**src/rtl/sccb_target.sv**
```systemverilog
// SCCB target: decodes 3-phase writes and 2-phase reads into register strobes.
// Optional I2C-style ACK on the 9th bit when SCCB_TARGET_ACK_EN is defined.
module sccb_target #(
    parameter logic [7:0] DEVICE_ID   = 8'h60,
    parameter int         SYNC_STAGES = 2
) (
    input  logic       clk,
    input  logic       rst,
    input  logic       scl_in,
    input  logic       sda_in,
    output logic       sda_oe,
    output logic       reg_wr_en,
    output logic [7:0] reg_addr,
    output logic [7:0] reg_wr_data,
    output logic       reg_rd_req,
    input  logic [7:0] reg_rd_data,
    output logic       busy
);

`ifdef SCCB_TARGET_ACK_EN
    localparam logic ACK = 1'b1;
`else
    localparam logic ACK = 1'b0;
`endif

    localparam int SS = (SYNC_STAGES < 2) ? 2 : SYNC_STAGES;

    typedef enum logic [3:0] {
        IDLE, ID, ID_X, SUB, SUB_X, DATA, DATA_X, RD_DATA, RD_NA, IGNORE
    } state_t;

    logic [SS-1:0] scl_sync, sda_sync;
    logic          scl_d, sda_d, scl_s, sda_s;
    logic          scl_rise, scl_fall, start, stop;

    always_ff @(posedge clk or posedge rst) begin
        if (rst) begin
            scl_sync <= '1;
            sda_sync <= '1;
            scl_d    <= 1'b1;
            sda_d    <= 1'b1;
        end else begin
            scl_sync <= {scl_sync[SS-2:0], scl_in};
            sda_sync <= {sda_sync[SS-2:0], sda_in};
            scl_d    <= scl_s;
            sda_d    <= sda_s;
        end
    end

    assign scl_s    = scl_sync[SS-1];
    assign sda_s    = sda_sync[SS-1];
    assign scl_rise = scl_s & ~scl_d;
    assign scl_fall = ~scl_s & scl_d;
    assign start    = scl_s & scl_d & sda_d & ~sda_s;
    assign stop     = scl_s & scl_d & ~sda_d & sda_s;

    state_t     state, state_n;
    logic [2:0] bit_cnt, bit_cnt_n;
    logic [6:0] shift, shift_n;
    logic [7:0] tx_shift, tx_n;
    logic       rw, rw_n, nine_hi, nine_hi_n;
    logic       oe_n, wr_en_n, rd_req_n, busy_n;
    logic [7:0] addr_n, wdata_n, byte_in;

    assign byte_in = {shift, sda_s};

    always_ff @(posedge clk or posedge rst) begin
        if (rst) begin
            state       <= IDLE;
            bit_cnt     <= '0;
            shift       <= '0;
            tx_shift    <= '0;
            rw          <= 1'b0;
            nine_hi     <= 1'b0;
            sda_oe      <= 1'b0;
            reg_wr_en   <= 1'b0;
            reg_rd_req  <= 1'b0;
            reg_addr    <= '0;
            reg_wr_data <= '0;
            busy        <= 1'b0;
        end else begin
            state       <= state_n;
            bit_cnt     <= bit_cnt_n;
            shift       <= shift_n;
            tx_shift    <= tx_n;
            rw          <= rw_n;
            nine_hi     <= nine_hi_n;
            sda_oe      <= oe_n;
            reg_wr_en   <= wr_en_n;
            reg_rd_req  <= rd_req_n;
            reg_addr    <= addr_n;
            reg_wr_data <= wdata_n;
            busy        <= busy_n;
        end
    end

    always_comb begin
        state_n   = state;
        bit_cnt_n = bit_cnt;
        shift_n   = shift;
        tx_n      = tx_shift;
        rw_n      = rw;
        nine_hi_n = nine_hi;
        oe_n      = sda_oe;
        wr_en_n   = 1'b0;
        rd_req_n  = 1'b0;
        addr_n    = reg_addr;
        wdata_n   = reg_wr_data;
        busy_n    = busy;
        // read data arrives the cycle after the request
        if (reg_rd_req)
            tx_n = reg_rd_data;
        unique case (1'b1)
            stop: begin
                state_n = IDLE;
                busy_n  = 1'b0;
                oe_n    = 1'b0;
            end
            start: begin
                state_n   = ID;
                bit_cnt_n = '0;
                busy_n    = 1'b1;
                oe_n      = 1'b0;
                nine_hi_n = 1'b0;
            end
            default: begin
                case (state)
                    ID, SUB, DATA: begin
                        if (scl_rise) begin
                            shift_n   = byte_in[6:0];
                            bit_cnt_n = bit_cnt + 3'd1;
                            if (bit_cnt == 3'd7) begin
                                nine_hi_n = 1'b0;
                                case (state)
                                    ID: begin
                                        if (byte_in[7:1] != DEVICE_ID[7:1]) begin
                                            state_n = IGNORE;
                                        end else begin
                                            rw_n     = byte_in[0];
                                            rd_req_n = byte_in[0];
                                            state_n  = ID_X;
                                        end
                                    end
                                    SUB: begin
                                        addr_n  = byte_in;
                                        state_n = SUB_X;
                                    end
                                    default: begin
                                        wdata_n = byte_in;
                                        wr_en_n = 1'b1;
                                        state_n = DATA_X;
                                    end
                                endcase
                            end
                        end
                    end
                    ID_X, SUB_X, DATA_X: begin
                        if (scl_rise)
                            nine_hi_n = 1'b1;
                        // first fall opens the 9th bit, the one after its rise closes it
                        if (scl_fall) begin
                            if (!nine_hi) begin
                                oe_n = ACK;
                            end else begin
                                oe_n = 1'b0;
                                case (state)
                                    ID_X: begin
                                        if (rw) begin
                                            state_n = RD_DATA;
                                            oe_n    = ~tx_shift[7];
                                        end else begin
                                            state_n = SUB;
                                        end
                                    end
                                    SUB_X:   state_n = DATA;
                                    default: state_n = IGNORE;
                                endcase
                            end
                        end
                    end
                    RD_DATA: begin
                        if (scl_rise)
                            bit_cnt_n = bit_cnt + 3'd1;
                        // entered on a fall, so a fall at bit_cnt 0 follows the 8th bit
                        if (scl_fall) begin
                            if (bit_cnt == 3'd0) begin
                                oe_n    = 1'b0;
                                state_n = RD_NA;
                            end else begin
                                tx_n = {tx_shift[6:0], 1'b0};
                                oe_n = ~tx_shift[6];
                            end
                        end
                    end
                    RD_NA: begin
                        if (scl_rise)
                            state_n = IGNORE;
                    end
                    IGNORE: oe_n = 1'b0;
                    default: ;
                endcase
            end
        endcase
    end

endmodule

```
**config.mk**
```make
export PLATFORM = sky130hd
export DESIGN_NAME = sccb_target
export DESIGN_NICKNAME = d
export VERILOG_FILES = /design/src/rtl/sccb_target.sv
export SDC_FILE = /design/constraint.sdc
export NUM_CORES = 1
export LEC_CHECK = 0
export CAP_MARGIN = 20
export CORE_MARGIN = 10
export CORE_UTILIZATION = 54
export DETAILED_ROUTE_END_ITERATION = 16
export PLACE_DENSITY_LB_ADDON = 0.1
export SETUP_SLACK_MARGIN = 0.15
export SYNTH_ARGS = -nofsm -noshare
export SYNTH_HDL_FRONTEND = slang
export SYNTH_SLANG_ARGS = --single-unit
```
**constraint.sdc**
```tcl
create_clock -name clk -period 2.4 [get_ports clk]
set_input_delay 0.48 -clock clk [delete_from_list [all_inputs] [get_ports clk]]
set_output_delay 0.48 -clock clk [all_outputs]
set_load 0.005 [all_outputs]
```
**Yosys cells after proc, flatten, opt, wreduce, memory -nomap -nowiden**

Cells that the tools add are included.
W data, S select, Z words.

- Input port bits: 12
- Logic and storage cells: 123
- Register bits after elaboration: 50
- Output and inout port bits: 20

- Bitwise gates (word level): 17
- Reduce and logical (&&, ||, !) cells: 20
- Multiplexer cells: 46
- Eq/ne operators: 23
- Add/subtract/negate cells: 1

Operator list:

| operator | number |
|---|---|
| $mux W8 | 5 |
| $mux W4 | 8 |
| $ne A4 B4 Y1 const B | 7 |
| $pmux W4 S2 | 3 |
| $mux W1 | 21 |
| $eq A4 B3 Y1 const B | 4 |
| $pmux W4 S4 | 1 |
| $ne A3 B3 Y1 const B | 5 |
| $reduce_and A5 Y1 | 3 |
| $not A1 Y1 | 10 |
| $mux W3 | 3 |
| $reduce_and A3 Y1 | 3 |
| $eq A4 B2 Y1 const B | 2 |
| $eq A4 B4 Y1 const B | 2 |
| $reduce_and A8 Y1 | 1 |
| $and A1 B1 Y1 | 7 |
| $ne A7 B6 Y1 const B | 1 |
| $pmux W1 S2 | 3 |
| $pmux W3 S2 | 1 |
| $reduce_and A6 Y1 | 1 |
| $reduce_bool A2 Y1 | 3 |
| $reduce_bool A6 Y1 | 1 |
| $reduce_or A3 Y1 | 2 |
| $eq A4 B1 Y1 const B | 1 |
| other kinds (8) | 9 |

**Logic depth before layout (Yosys ltp)**

Gate-level depths: netlist (run 1).

- Depth after elaboration: 7
- Gate-level depth with buffers: 8
- Mapped depth without buffers: 7

**Worst setup path after synthesis (run 1)**

OpenSTA, ideal clock, no wires.

- Path type: register to register
- From: reg scl_sync[1]
- To: reg reg_wr_data[1]
- Data arrival time: 1.740 ns
- Stages on the path, launching flop included: 7
- Slack: 0.535 ns
- Period minus slack after synthesis: 1.865 ns
- Path buffers: 2
- Setup time: 0.125 ns
- Required time: 2.275 ns
- Cells stage by stage: dfstp_2 -> nor2b_2 -> buf_4 -> nand2_2 -> or4_4 -> buf_6 -> mux2_4

- Word-level cells in the longest chain between the ends: 6
- Elaborated cells between the ends (all ways): 9
- Classes of those cells: 7 x bitwise; 2 x reduce/logical

Ends and longest elaborated chain:

| element | RTL line | text |
|---|---|---|
| from (decl) | 32 | `logic [SS-1:0] scl_sync, sda_sync;` |
| from (signal assigned) | 43 | `scl_sync <= {scl_sync[SS-2:0], scl_in};` |
| $and A1 B1 Y1 | 54, 55 |  |
| $and A1 B1 Y1 (on tied branches) (2 in a row) | 54, 55 |  |
| $reduce_or A2 Y1 (no line) | - |  |
| $not A1 Y1 (no line) | - |  |
| $reduce_and A5 Y1 (no line) * | - |  |
| to (signal assigned) | 92 | `reg_wr_data <= wdata_n;` |
| to (decl) | 14 | `output logic [7:0] reg_wr_data,` |

Every way passes the cells marked *; elsewhere a longest branch is shown, timed or not.
A chain may end at the register's enable or synchronous reset.

**Worst setup path in the final report (run 1)**

- From: reg scl_sync[1]
- To: reg reg_wr_data[4]

Same word-level chain as after synthesis.

==> out/qor.csv, run 1 <==
metric,value,unit
status,completed,
synth_top_family_by_area,multiplexers,
p_per_area,894,nW/µm²
mostFrequentLayoutCells,"dfrtp_1 (44), clkdlybuf4s50_1 (31), mux2_2 (16)",
yosysSeqAreaShare,0.550,
cp.required,2600,ps
hold_buffers,0,
max_slew_margin,0.600,
synth_compound_area_frac,0.100,
r2r_setup_slack,370,ps
clk_pin_slew,100,ps
rows,23,
drv_slew,0,
cp-start-kind,flip-flop,
setup_violations,0,
yosysWarningCount,0,
htreeDepth,2,
end_kind,flip-flop,
drt_wl_total,4640,µm
reg2reg_from,scl_sync[1],
clk_latency,310,ps
layout_commonest_cell,dfrtp_1,
antenna_found_initial,0,
num_antenna_cells,0,
syn_area,2290,µm²
cpPeakStageDelay,610,ps
synthCells,190,
synthSimpleGateAreaFrac,0.119,
drt_first_iter_violations,75,
synth_cell_type_count,49,
dr_total_vias,1515,
syn_nets,205,
die-area,7240,µm²
placedCellCount,265,
ant_nets,0,
crit_type,reg2reg,
maxCapViolations,0,
crit_chain,nor2b_2 > nand2_2 > or4_4 > mux2_4,
start_util,0.564,
fin_crit,2030,ps
drcViolationCount,0,
tightest_slew,600,ps
synth_edf_count,0,
die_x,85.1,µm
rsz0062_at_grt,no,
core,4060,µm²
io_pins,32,
synth_fa_ha_area_frac,0.0164,
dp_hpwl,3360,µm
r2r-end,reg_wr_data[4],
cts_tree,built,
die_h,85.1,µm
synth_mux_area_frac,0.173,
syn_avg_cell_area,12.0,µm²
final.setup.tns,0,ps
overflow,0,
grt_pass1_vias,1574,
async_flop_share,1.00,
numCtsBuffers,5,
postCtsSetupBuffers,0,
grt_max_degree,51,
holdCritStartpoint,sda_sync[0],
leakage,0.00122,µW
via_per_inst,5.55,
hold_violations,0,
gr-usage-all-layers,0.131,
synth_xor_area_frac,0.00765,
fin_nets,237,
cts_buffer_depth,2,
hold_end,sda_sync[1],
area_growth,20.1,%
crit_slowest_cell,or4_4,
routedWlPerCell,17.0,µm
portBuffers,31,
ys_ff_latch,50,
grt_pass1_wl,7760,µm
max_freq,492,MHz
drive_gt1_frac,0.206,
synth_top_flop_cell,dfrtp_1,
post-route-period-util,0.847,
min_path_type,reg2reg,
path_max_fanout,10,
cts_resized,0,
min_path_cells,0,
worst_clock_skew,12.0,ps
peakVddDrop,0.000631,V
cts.sinks,50,
reg2regPathDepth,4,
gp_congestion,0.864,
cts-root-buf,clkbuf_8,
dr.pass1.iters,4,
final_cell_count_no_fill,273,
crit_arrival,2240,ps
where the power goes:
part	internal, µW	switching (µW)	leakage [µW]	total [µW]
combinational	310	344	0.000541	654
clock	318	296	0.0000563	614
sequential	981	209	0.000626	1190
state kept, by name, summed over array words and instances (netlist names), 2 cells and up:
signal       cells
bit_cnt          3
reg_addr         8
reg_wr_data      8
scl_sync         2
sda_sync         2
shift            7
state            4
tx_shift         8
Yosys cell counts (all sizes together) (2+ instances only):
library cell | n | area share
a21oi | 13 | 0.028
dfrtp | 44 | 0.48
nand4 | 2 | 0.0055
or3 | 2 | 0.0055
nand3 | 3 | 0.0066
a21o | 3 | 0.0098
mux2i | 11 | 0.048
nor3 | 2 | 0.0044
nor2b | 4 | 0.012
clkbuf | 3 | 0.0049
nor4b | 2 | 0.0077
a31oi | 2 | 0.0082
a22o | 2 | 0.0077
dfstp | 6 | 0.069
nand2b | 2 | 0.0055
nor2 | 15 | 0.026
inv | 7 | 0.011
nand2 | 10 | 0.017
o21ai | 5 | 0.011
buf | 6 | 0.018
mux2 | 23 | 0.12
ha | 3 | 0.016
or4 | 2 | 0.0082
logic make-up (layout without fill, tap and decap cells):
group	after synthesis	in the layout
flops	50	50
simple gates	50	50
compound gates	35	35
mux	34	34
buf+inv	16	49
fa+ha+maj	3	3
xor+xnor	2	2
critical path, delay by kind of cell, from the launching register on:
kind | cells | cell delay, ps
DFF | 1 | 560
and+or+nand+nor | 3 | 1040
muxes | 1 | 340
cell type report:
type / instances / area, µm²
Fill cell: 311 / 1310
Sequential cell: 50 / 1260
Multi-Input combinational cell: 124 / 951
Timing Repair Buffer: 34 / 333
Clock buffer: 5 / 68.8
Tap cell: 50 / 62.6
Clock inverter: 3 / 48.8
Inverter: 7 / 26.3
worst max-delay path by stage:
stage	start	to	slack, ps
final	scl_sync[1]	reg_wr_data[4]	370
after global routing	shift[6]	state[1]	190
after CTS	scl_sync[1]	reg_wr_data[3]	380
after detailed placement	scl_sync[1]	reg_wr_data[3]	380
after global placement	scl_sync[1]	reg_wr_data[4]	400
after floorplan	scl_sync[1]	reg_wr_data[1]	530
through the flow:
stage               setup slack, ps  hold slack [ps]  total power, µW  area, µm²  utilization
finish                          367              361             2460       2750        0.677
floorplan                       535              345             1680       2290            -
detailed placement              376              347             1840       2630        0.648
global route                    192              367             2620       2750        0.677
global placement                402              347             1820       2630        0.648
CTS                             377              364             2460       2750        0.677
per-layer routing:
| layer | part of all wire | wire [µm] | global-route usage | up-vias |
|---|---|---|---|---|
| met3 | 0.063 | 290 | 0.0478 | 8 |
| li1 | - | - | - | 743 |
| met2 | 0.48 | 2230 | 0.208 | 34 |
| met1 | 0.44 | 2050 | 0.162 | 730 |
| met5 | 0 | 0 | 0 | - |
| met4 | 0.014 | 63 | 0.0404 | 0 |
Note: power is estimated with default switching activity, not from simulation.
==> run 2: changes to the inputs <==
Settings changed: CORE_UTILIZATION 54 to 49.
Clock period 2.4 ns to 1.7 ns, I/O delays scaled along.
==> run 2 against run 1 <==
  * The flow now finishes with violations (negative setup slack)
  * Fmax grew 9.2%
  * Sequential power grew 31%
  * Count of clock-buffer cells in the layout stayed put
  * Routed wire length is 40% higher
  * Core utilization grew 15 points
  * Final area grew 34%
  * Critical path depth grew 2
  * Sequential share of layout area is 11 points lower
  * Combinational power rose to 3.6 times the previous value
  * Sequential cell count unchanged
  * Worst hold slack better by 1.5 ps
  * Critical path type unchanged
  * Largest cell class unchanged
==> out/qor.csv, run 2 (synthesized netlist as in run 1, its figures left out) <==
metric,value,unit
status,"complete, but fails checks",
failed_checks,negative setup slack,
hold_violations,0,
rows,24,
crit_type,reg2reg,
via_per_inst,5.58,
core,4440,µm²
rsz0062_at_grt,yes,
die_x,88.3,µm
cts_buffer_depth,2,
grt_pass1_vias,1893,
reg.largest.list,"reg_addr x8, reg_wr_data x8, tx_shift x8",
io_pins,32,
overflow,0,
layout_commonest_cell,buf_4,
p_seq_frac,0.325,
die-area,7800,µm²
maxCapViolations,0,
htreeDepth,2,
p_int,3160,µW
hold_buffers,0,
swShare,0.341,
p_per_area,1300,nW/µm²
path_max_fanout,5,
fin_crit,1860,ps
tightest_slew,375,ps
fin_nets,307,
dpl_cell_area,2970,µm²
seqCellArea,1260,µm²
ant_nets,0,
clkPwrFrac,0.177,
drt_wl_total,6490,µm
leakage,0.00196,µW
nFillCells,254,
routedWlPerCell,18.8,µm
clk_pin_slew,100,ps
cts.sinks,50,
dr.pass1.iters,4,
drv_slew,0,
gr-usage-all-layers,0.159,
drcViolationCount,0,
worst_clock_skew,7.72,ps
drive_gt1_frac,0.509,
cts_tree,built,
start_util,0.515,
crit_arrival,2060,ps
end_kind,flip-flop,
cp.required,1890,ps
combPwrFrac,0.498,
antenna_found_initial,0,
multi_input_area,1200,µm²
cts-root-buf,clkbuf_8,
max_freq,537,MHz
mostFrequentLayoutCells,"buf_4 (51), dfrtp_1 (44), buf_6 (18)",
area_growth,60.4,%
num_antenna_cells,0,
wl_met1,2630,µm
clk_latency,300,ps
setup_ws,-162,ps
top_layer,met4,
portBuffers,31,
post-route-period-util,1.10,
peakVddDrop,0.000868,V
max_slew_margin,0.748,
die_h,88.3,µm
numCtsBuffers,5,
power.total,4790,µW
p_sw,1630,µW
met2_length,3410,µm
grt_max_degree,51,
grt_pass1_wl,9740,µm
setup_violations,27,
routed-wl-met3,379,µm
dpl_worst_slack,-143,ps
dp_hpwl,4000,µm
gp_congestion,0.864,
r2r_setup_slack,-160,ps
drt_first_iter_violations,103,
cp-start-kind,flip-flop,
min_path_type,reg2reg,
dr_total_vias,1926,
final_area,3670,µm²
## run 2: final timing paths
path                             start              to  cells after the start
min                        sda_sync[0]     sda_sync[1]                      0
max in group asynchronous          rst     scl_sync[1]                      3
max reg2reg                 bit_cnt[1]  reg_wr_data[5]                      6
min reg2reg                sda_sync[0]     sda_sync[1]                      0
min in group asynchronous          rst     tx_shift[3]                      3
max                         bit_cnt[1]  reg_wr_data[5]                      6
## run 2: final cells by class
class	instances	area share
Sequential cell	50	0.343
Timing Repair Buffer	104	0.274
Clock buffer	5	0.0188
Inverter	7	0.00716
Clock inverter	3	0.0130
Tap cell	52	0.0177
Multi-Input combinational cell	124	0.327
## run 2: per-stage QoR
stage,cells,util,TNS [ps],hold slack [ps]
after floorplan,190,-,-757,344
after global placement,304,0.668,-644,347
final,345,0.826,-1960,363
after detailed placement,304,0.668,-829,349
after global routing,345,0.826,-3870,371
after CTS,327,0.750,-1340,362
## run 2: routing by layer
layer  global-route usage  up-vias
li1                     -      878
met1                0.193      984
met2                0.277       58
met3               0.0358        6
met4               0.0455        0
met5                    0        -
## run 2: timing repair
item,CTS,global route
gates resized for setup,41,51
buffers inserted,15,17
cloned,0,1
endpoints found under the setup margin,33,48
pin swaps,10,9
## run 2: power by group through the flow
stage | combinational [µW] | sequential (µW) | clock, µW
2_1_floorplan | 880 | 1540 | 0
4_1_cts | 1970 | 1540 | 866
6_report | 2380 | 1560 | 846
3_3_place_gp | 1620 | 1520 | 0
5_1_grt | 2530 | 1580 | 923
3_5_place_dp | 1650 | 1540 | 0
## run 2: worst max-delay path, cell delays in order (launching register included)
cell,delay [ps]
dfrtp_1,390
ha_2,200
ha_4,130
nand2_2,60
or4_4,510
buf_8,160
mux2_4,300
==> run 3: changes to the inputs <==
Settings changed: HOLD_SLACK_MARGIN from default to 0.12.
==> results of run 3 <==
Same layout as run 2: the final DEF is identical, and so are final timing and power.
